[src/rtl/pmt_upper_decom.sv]
// pmt_upper_decom
// ----------------------------------------------------------------------------
// Receiving end of the radix-4 FFT upper permutation stage. Upstream rotates
// the four complex lanes (a, b, c, d) by an amount r that advances by one
// every PER_DISTANCE accepted words after a frame-start (ctrl) word. This
// block tracks r from the ctrl pulse and undoes it, so that
//   out[k] = in[(k + r) mod 4]
// which restores natural lane order. Outputs are registered, so latency is
// one cycle.
//
// Ports
//   clk        rising-edge clock
//   rst        synchronous, active-high reset
//   valid_in   input word present this cycle
//   ctrl_in    frame start; only meaningful together with valid_in
//   x_*_in     real parts of the rotated lanes a..d
//   y_*_in     imaginary parts of the rotated lanes a..d
//   x_*_out    real parts restored to natural order (registered)
//   y_*_out    imaginary parts restored to natural order (registered)
//   valid_out  valid_in delayed one cycle
//   ctrl_out   (ctrl_in & valid_in) delayed one cycle
//   rot_out    rotation amount undone on the current output word
//
// Handshake: valid_in qualifies every input word. There is no backpressure;
// a word presented with valid_in=1 is always accepted, and valid_out marks
// the cycle its restored copy appears on the outputs. While valid_in=0 the
// data outputs and rot_out hold their previous values.
// ----------------------------------------------------------------------------
module pmt_upper_decom #(
    parameter int DATA_WIDTH    = 16,
    parameter int PROBLEM_SIZE  = 16,
    parameter int PER_DISTANCE  = PROBLEM_SIZE / 16,
    parameter int WIDTH_COUNTER = 1
) (
    input  logic                  clk,
    input  logic                  rst,
    input  logic                  valid_in,
    input  logic                  ctrl_in,
    input  logic [DATA_WIDTH-1:0] x_a_in,
    input  logic [DATA_WIDTH-1:0] y_a_in,
    input  logic [DATA_WIDTH-1:0] x_b_in,
    input  logic [DATA_WIDTH-1:0] y_b_in,
    input  logic [DATA_WIDTH-1:0] x_c_in,
    input  logic [DATA_WIDTH-1:0] y_c_in,
    input  logic [DATA_WIDTH-1:0] x_d_in,
    input  logic [DATA_WIDTH-1:0] y_d_in,
    output logic [DATA_WIDTH-1:0] x_a_out,
    output logic [DATA_WIDTH-1:0] y_a_out,
    output logic [DATA_WIDTH-1:0] x_b_out,
    output logic [DATA_WIDTH-1:0] y_b_out,
    output logic [DATA_WIDTH-1:0] x_c_out,
    output logic [DATA_WIDTH-1:0] y_c_out,
    output logic [DATA_WIDTH-1:0] x_d_out,
    output logic [DATA_WIDTH-1:0] y_d_out,
    output logic                  valid_out,
    output logic                  ctrl_out,
    output logic [1:0]            rot_out
);

    localparam logic [WIDTH_COUNTER-1:0] CNT_LAST = WIDTH_COUNTER'(PER_DISTANCE - 1);

    // Tracking state. r_rot is a plain binary rotation count (the upstream
    // gray-code select is only its encoding of the same 0,1,2,3 walk).
    logic                     r_started;
    logic [WIDTH_COUNTER-1:0] r_cnt;
    logic [1:0]               r_rot;

    // Registered outputs
    logic [DATA_WIDTH-1:0] r_x_out [4];
    logic [DATA_WIDTH-1:0] r_y_out [4];
    logic                  r_valid_out;
    logic                  r_ctrl_out;
    logic [1:0]            r_rot_out;

    logic [DATA_WIDTH-1:0] w_x_in  [4];
    logic [DATA_WIDTH-1:0] w_y_in  [4];
    logic [DATA_WIDTH-1:0] w_x_res [4];
    logic [DATA_WIDTH-1:0] w_y_res [4];
    logic [1:0]            w_r_use;

    assign w_x_in[0] = x_a_in;
    assign w_x_in[1] = x_b_in;
    assign w_x_in[2] = x_c_in;
    assign w_x_in[3] = x_d_in;
    assign w_y_in[0] = y_a_in;
    assign w_y_in[1] = y_b_in;
    assign w_y_in[2] = y_c_in;
    assign w_y_in[3] = y_d_in;

    // A ctrl word always starts a fresh frame at rotation 0, even when a
    // frame is already running; before the first ctrl words pass straight.
    always_comb begin
        w_r_use = 2'd0;
        if (valid_in && ctrl_in) begin
            w_r_use = 2'd0;
        end else if (r_started) begin
            w_r_use = r_rot;
        end
    end

    // Inverse rotation: lane k takes input lane (k + r) mod 4, x and y
    // moving together. The 2-bit add wraps the index for free.
    always_comb begin
        logic [1:0] src;
        src = 2'd0;
        for (int k = 0; k < 4; k++) begin
            src        = 2'(k) + w_r_use;
            w_x_res[k] = w_x_in[src];
            w_y_res[k] = w_y_in[src];
        end
    end

    always_ff @(posedge clk) begin
        if (rst) begin
            r_started   <= 1'b0;
            r_cnt       <= '0;
            r_rot       <= 2'd0;
            r_valid_out <= 1'b0;
            r_ctrl_out  <= 1'b0;
            r_rot_out   <= 2'd0;
            for (int k = 0; k < 4; k++) begin
                r_x_out[k] <= '0;
                r_y_out[k] <= '0;
            end
        end else begin
            r_valid_out <= valid_in;
            r_ctrl_out  <= valid_in & ctrl_in;
            if (valid_in) begin
                r_rot_out <= w_r_use;
                for (int k = 0; k < 4; k++) begin
                    r_x_out[k] <= w_x_res[k];
                    r_y_out[k] <= w_y_res[k];
                end
                if (ctrl_in) begin
                    r_started <= 1'b1;
                    // The ctrl word itself is word 0 of step 0. With one
                    // word per step the next word already belongs to step 1.
                    if (PER_DISTANCE == 1) begin
                        r_rot <= 2'd1;
                        r_cnt <= '0;
                    end else begin
                        r_rot <= 2'd0;
                        r_cnt <= WIDTH_COUNTER'(1);
                    end
                end else if (r_started) begin
                    if (r_cnt == CNT_LAST) begin
                        r_cnt <= '0;
                        r_rot <= r_rot + 2'd1;
                    end else begin
                        r_cnt <= r_cnt + WIDTH_COUNTER'(1);
                    end
                end
            end
        end
    end

    assign x_a_out   = r_x_out[0];
    assign x_b_out   = r_x_out[1];
    assign x_c_out   = r_x_out[2];
    assign x_d_out   = r_x_out[3];
    assign y_a_out   = r_y_out[0];
    assign y_b_out   = r_y_out[1];
    assign y_c_out   = r_y_out[2];
    assign y_d_out   = r_y_out[3];
    assign valid_out = r_valid_out;
    assign ctrl_out  = r_ctrl_out;
    assign rot_out   = r_rot_out;

endmodule
[config.mk]
export PLATFORM = sky130hd
export DESIGN_NAME = pmt_upper_decom
export DESIGN_NICKNAME = d
export VERILOG_FILES = /design/src/rtl/pmt_upper_decom.sv
export SDC_FILE = /design/constraint.sdc
export NUM_CORES = 1
export LEC_CHECK = 0
export CAP_MARGIN = 15
export CORE_UTILIZATION = 35
export CTS_BUF_LIST = sky130_fd_sc_hd__clkbuf_16
export DETAILED_ROUTE_END_ITERATION = 8
export PLACE_DENSITY = 0.78
export SLEW_MARGIN = 10
export SYNTH_ARGS = -nofsm -noshare
export SYNTH_HDL_FRONTEND = slang
export SYNTH_SLANG_ARGS = --single-unit
[constraint.sdc]
create_clock -name clk -period 4.6 [get_ports clk]
set_clock_uncertainty 0.1 [all_clocks]
set_input_delay 0.92 -clock clk [delete_from_list [all_inputs] [get_ports clk]]
set_output_delay 0.92 -clock clk [all_outputs]
set_load 0.02 [all_outputs]
==> results.yml <==
status:
  status: "finished, violations left"
  violations: "DRC"
final_layout:
  layout-drive-gt1-share: 0.0675
  finalNonFillerCells: 955
  syn2layout_area_growth_pct: 52.0
  seq_area_sq_mm: 0.00398
  nets: 845
  multi_input_area_sq_mm: 0.00227
  fillers: 1459
  diodes: 0
drt:
  drtIter0Drc: 380
  wire_per_inst_um: 20.6
  firstDrtPassIters: 7
  ant_nets: 0
  drc: 21
  wirelength_mm: 19.7
  vias: 5309
  vias_per_cell: 5.56
cts:
  htreeDepth: 4
  cts_tree: "built"
  root_buffer: "clkbuf_16"
  cts_inserted_buffers: 17
  post_cts_resized: 0
  cts.sinks: 135
  clkSlewWorstSetupHoldPaths_ns: 0.06
  max-clock-path-buffers: 2
  clk_latency_ns: 0.41
  cts_setup_buffers: 0
  ctsHoldBuffers: 0
floorplan:
  ios: 264
  rows: 49
  initial_core_util: 0.360
  die_height_um: 139
  coreArea_sq_mm: 0.0181
  dieWidth_um: 139
  die_area_sq_mm: 0.0192
synth:
  synth_xor_area_frac: 0.00134
  synth_top_family_by_area: "multiplexers"
  syn_area_sq_mm: 0.00654
  syn_nets: 591
  synth_fa_ha_area_frac: 0
  syn_area_per_cell_sq_um: 14.2
  synthMuxAreaShare: 0.196
  yosys.area_share.simple: 0.0165
  yosysUniqueCellTypes: 25
  ys_ff_latch: 135
  yosysSeqAreaShare: 0.609
  ys_warn_count: 0
  synth_compound_area_frac: 0.131
  synthCells: 459
critical_path:
  r2r_setup_slack_ns: 2.33
  worstPathMaxFanout: 33
  crit_type: "in2reg"
  critPathLaunchType: "primary input"
  end_kind: "register"
  arrival_ns: 3.03
  required_ns: 4.65
global_routing:
  grt_usage: 0.202
  antenna_found_initial: 0
  grt_max_degree: 65
  grt-ovfl-total: 0
  grt_first_pass_wirelength_mm: 30.0
  grt_pass1_vias: 5446
timing:
  worst_pin_slew_ns: 0.749
  fin_crit_sh: 0.649
  relSlewSlack: 0.499
  fmax_mhz: 335
  hold_violations: 0
  fin_setup_tns_ns: 0
  fin_crit_ns: 2.99
  drv_slew: 0
  rsz0062_at_grt: "false"
  setup_viol: 0
hold_path:
  hp-class: "reg2reg"
placement:
  place_congestion: 0.852
  io_buffers: 263
  place_inst: 923
  dp_hpwl_mm: 13.7
pwr:
  power_density_mw_per_mm2: 358
  irDropWorstVdd_uv: 247
  p_leak_nw: 3.86
flow_run:
  drv_cap: 0
flip-flops by register name, indices dropped and copies added (netlist names):
register	flops
ctrl_out	1
r_rot	2
r_started	1
r_x_out	64
r_y_out	64
rot_out	2
valid_out	1
worst max-delay path, stage by stage:
cell and delay (ns):
clkdlybuf4s50_1 0.70, a21o_4 0.56, buf_12 0.33, mux2i_1 0.34, o22ai_1 0.13
per-stage QoR:
| stage | power (W) | util | hold slack, ns | instance area (sq um) | setup slack [ns] |
|---|---|---|---|---|---|
| after floorplan | 0.00176 | - | 0.393 | 6540 | 0.573 |
| after global placement | 0.00208 | 0.513 | 0.339 | 9310 | 1.27 |
| after detailed placement | 0.00210 | 0.513 | 0.334 | 9310 | 1.19 |
| after CTS | 0.00357 | 0.548 | 0.343 | 9940 | 1.64 |
| after global routing | 0.00366 | 0.548 | 0.394 | 9940 | 1.55 |
| final | 0.00355 | 0.548 | 0.340 | 9940 | 1.61 |
cell usage in the layout (no fill, tap or decap), drive strengths merged:
| master | instances |
|---|---|
| clkdlybuf4s50 | 263 |
| mux2i | 128 |
| o22ai | 128 |
| edfxtp | 128 |
| clkbuf | 17 |
| buf | 11 |
| dfxtp | 7 |
| nand2 | 7 |
| nor2 | 6 |
| inv | 6 |
| bufinv | 5 |
| clkinv | 5 |
| a21oi | 4 |
| nand3 | 2 |
| xor2 | 1 |
| nor2b | 1 |
| a21o | 1 |
| a311oi | 1 |
| a22o | 1 |
| o21ai | 1 |
| or4 | 1 |
| and2 | 1 |
| clkinvlp | 1 |
routing by layer:
metal  vias to the layer above  track usage  wire length, um
met5                         -            0                0
met4                         0       0.0754              364
met3                        25       0.0615             1690
met2                       268        0.358            10100
met1                      2609        0.228             7490
li1                       2407            -                -
report_power, final:
part	internal (W)	switching [W]	total, W
sequential	0.00144	0.0000295	0.00147
clock	0.000956	0.000524	0.00148
combinational	0.000302	0.000303	0.000606
kinds of logic after synthesis:
group / Yosys count
buf+inv: 41
mux: 128
compound gates: 136
xor+xnor: 1
simple gates: 18
flops: 135
cell usage after synthesis, drive strengths merged:
library cell,count,share of area
o21ai,1,0.00076
mux2i,128,0.20
xor2,1,0.0013
a21oi,4,0.0036
nor2,6,0.0059
o22ai,128,0.12
a21o,1,0.0011
nand2,7,0.0040
a22o,1,0.0013
and2,1,0.00096
a311oi,1,0.0013
dfxtp,7,0.021
nand3,2,0.0031
edfxtp,128,0.59
clkbuf,8,0.0046
or4,1,0.0011
inv,2,0.0011
buf,31,0.041
nor2b,1,0.0013
worst paths after layout:
kind                                 start              to  cells after the start
worst max register to register    r_rot[0]  r_x_out[0][13]                      5
worst max-delay path               ctrl_in  r_x_out[0][13]                      5
worst min-delay path            rot_out[1]      rot_out[1]                      2
worst min register to register  rot_out[1]      rot_out[1]                      2
final cells by class:
class	instances	share of cell area
Sequential cell	135	0.401
Tap cell	229	0.0288
Inverter	2	0.00101
Clock inverter	15	0.0210
Timing Repair Buffer	274	0.277
Clock buffer	17	0.0428
Multi-Input combinational cell	283	0.229
Power figures use the tool's default switching activity.
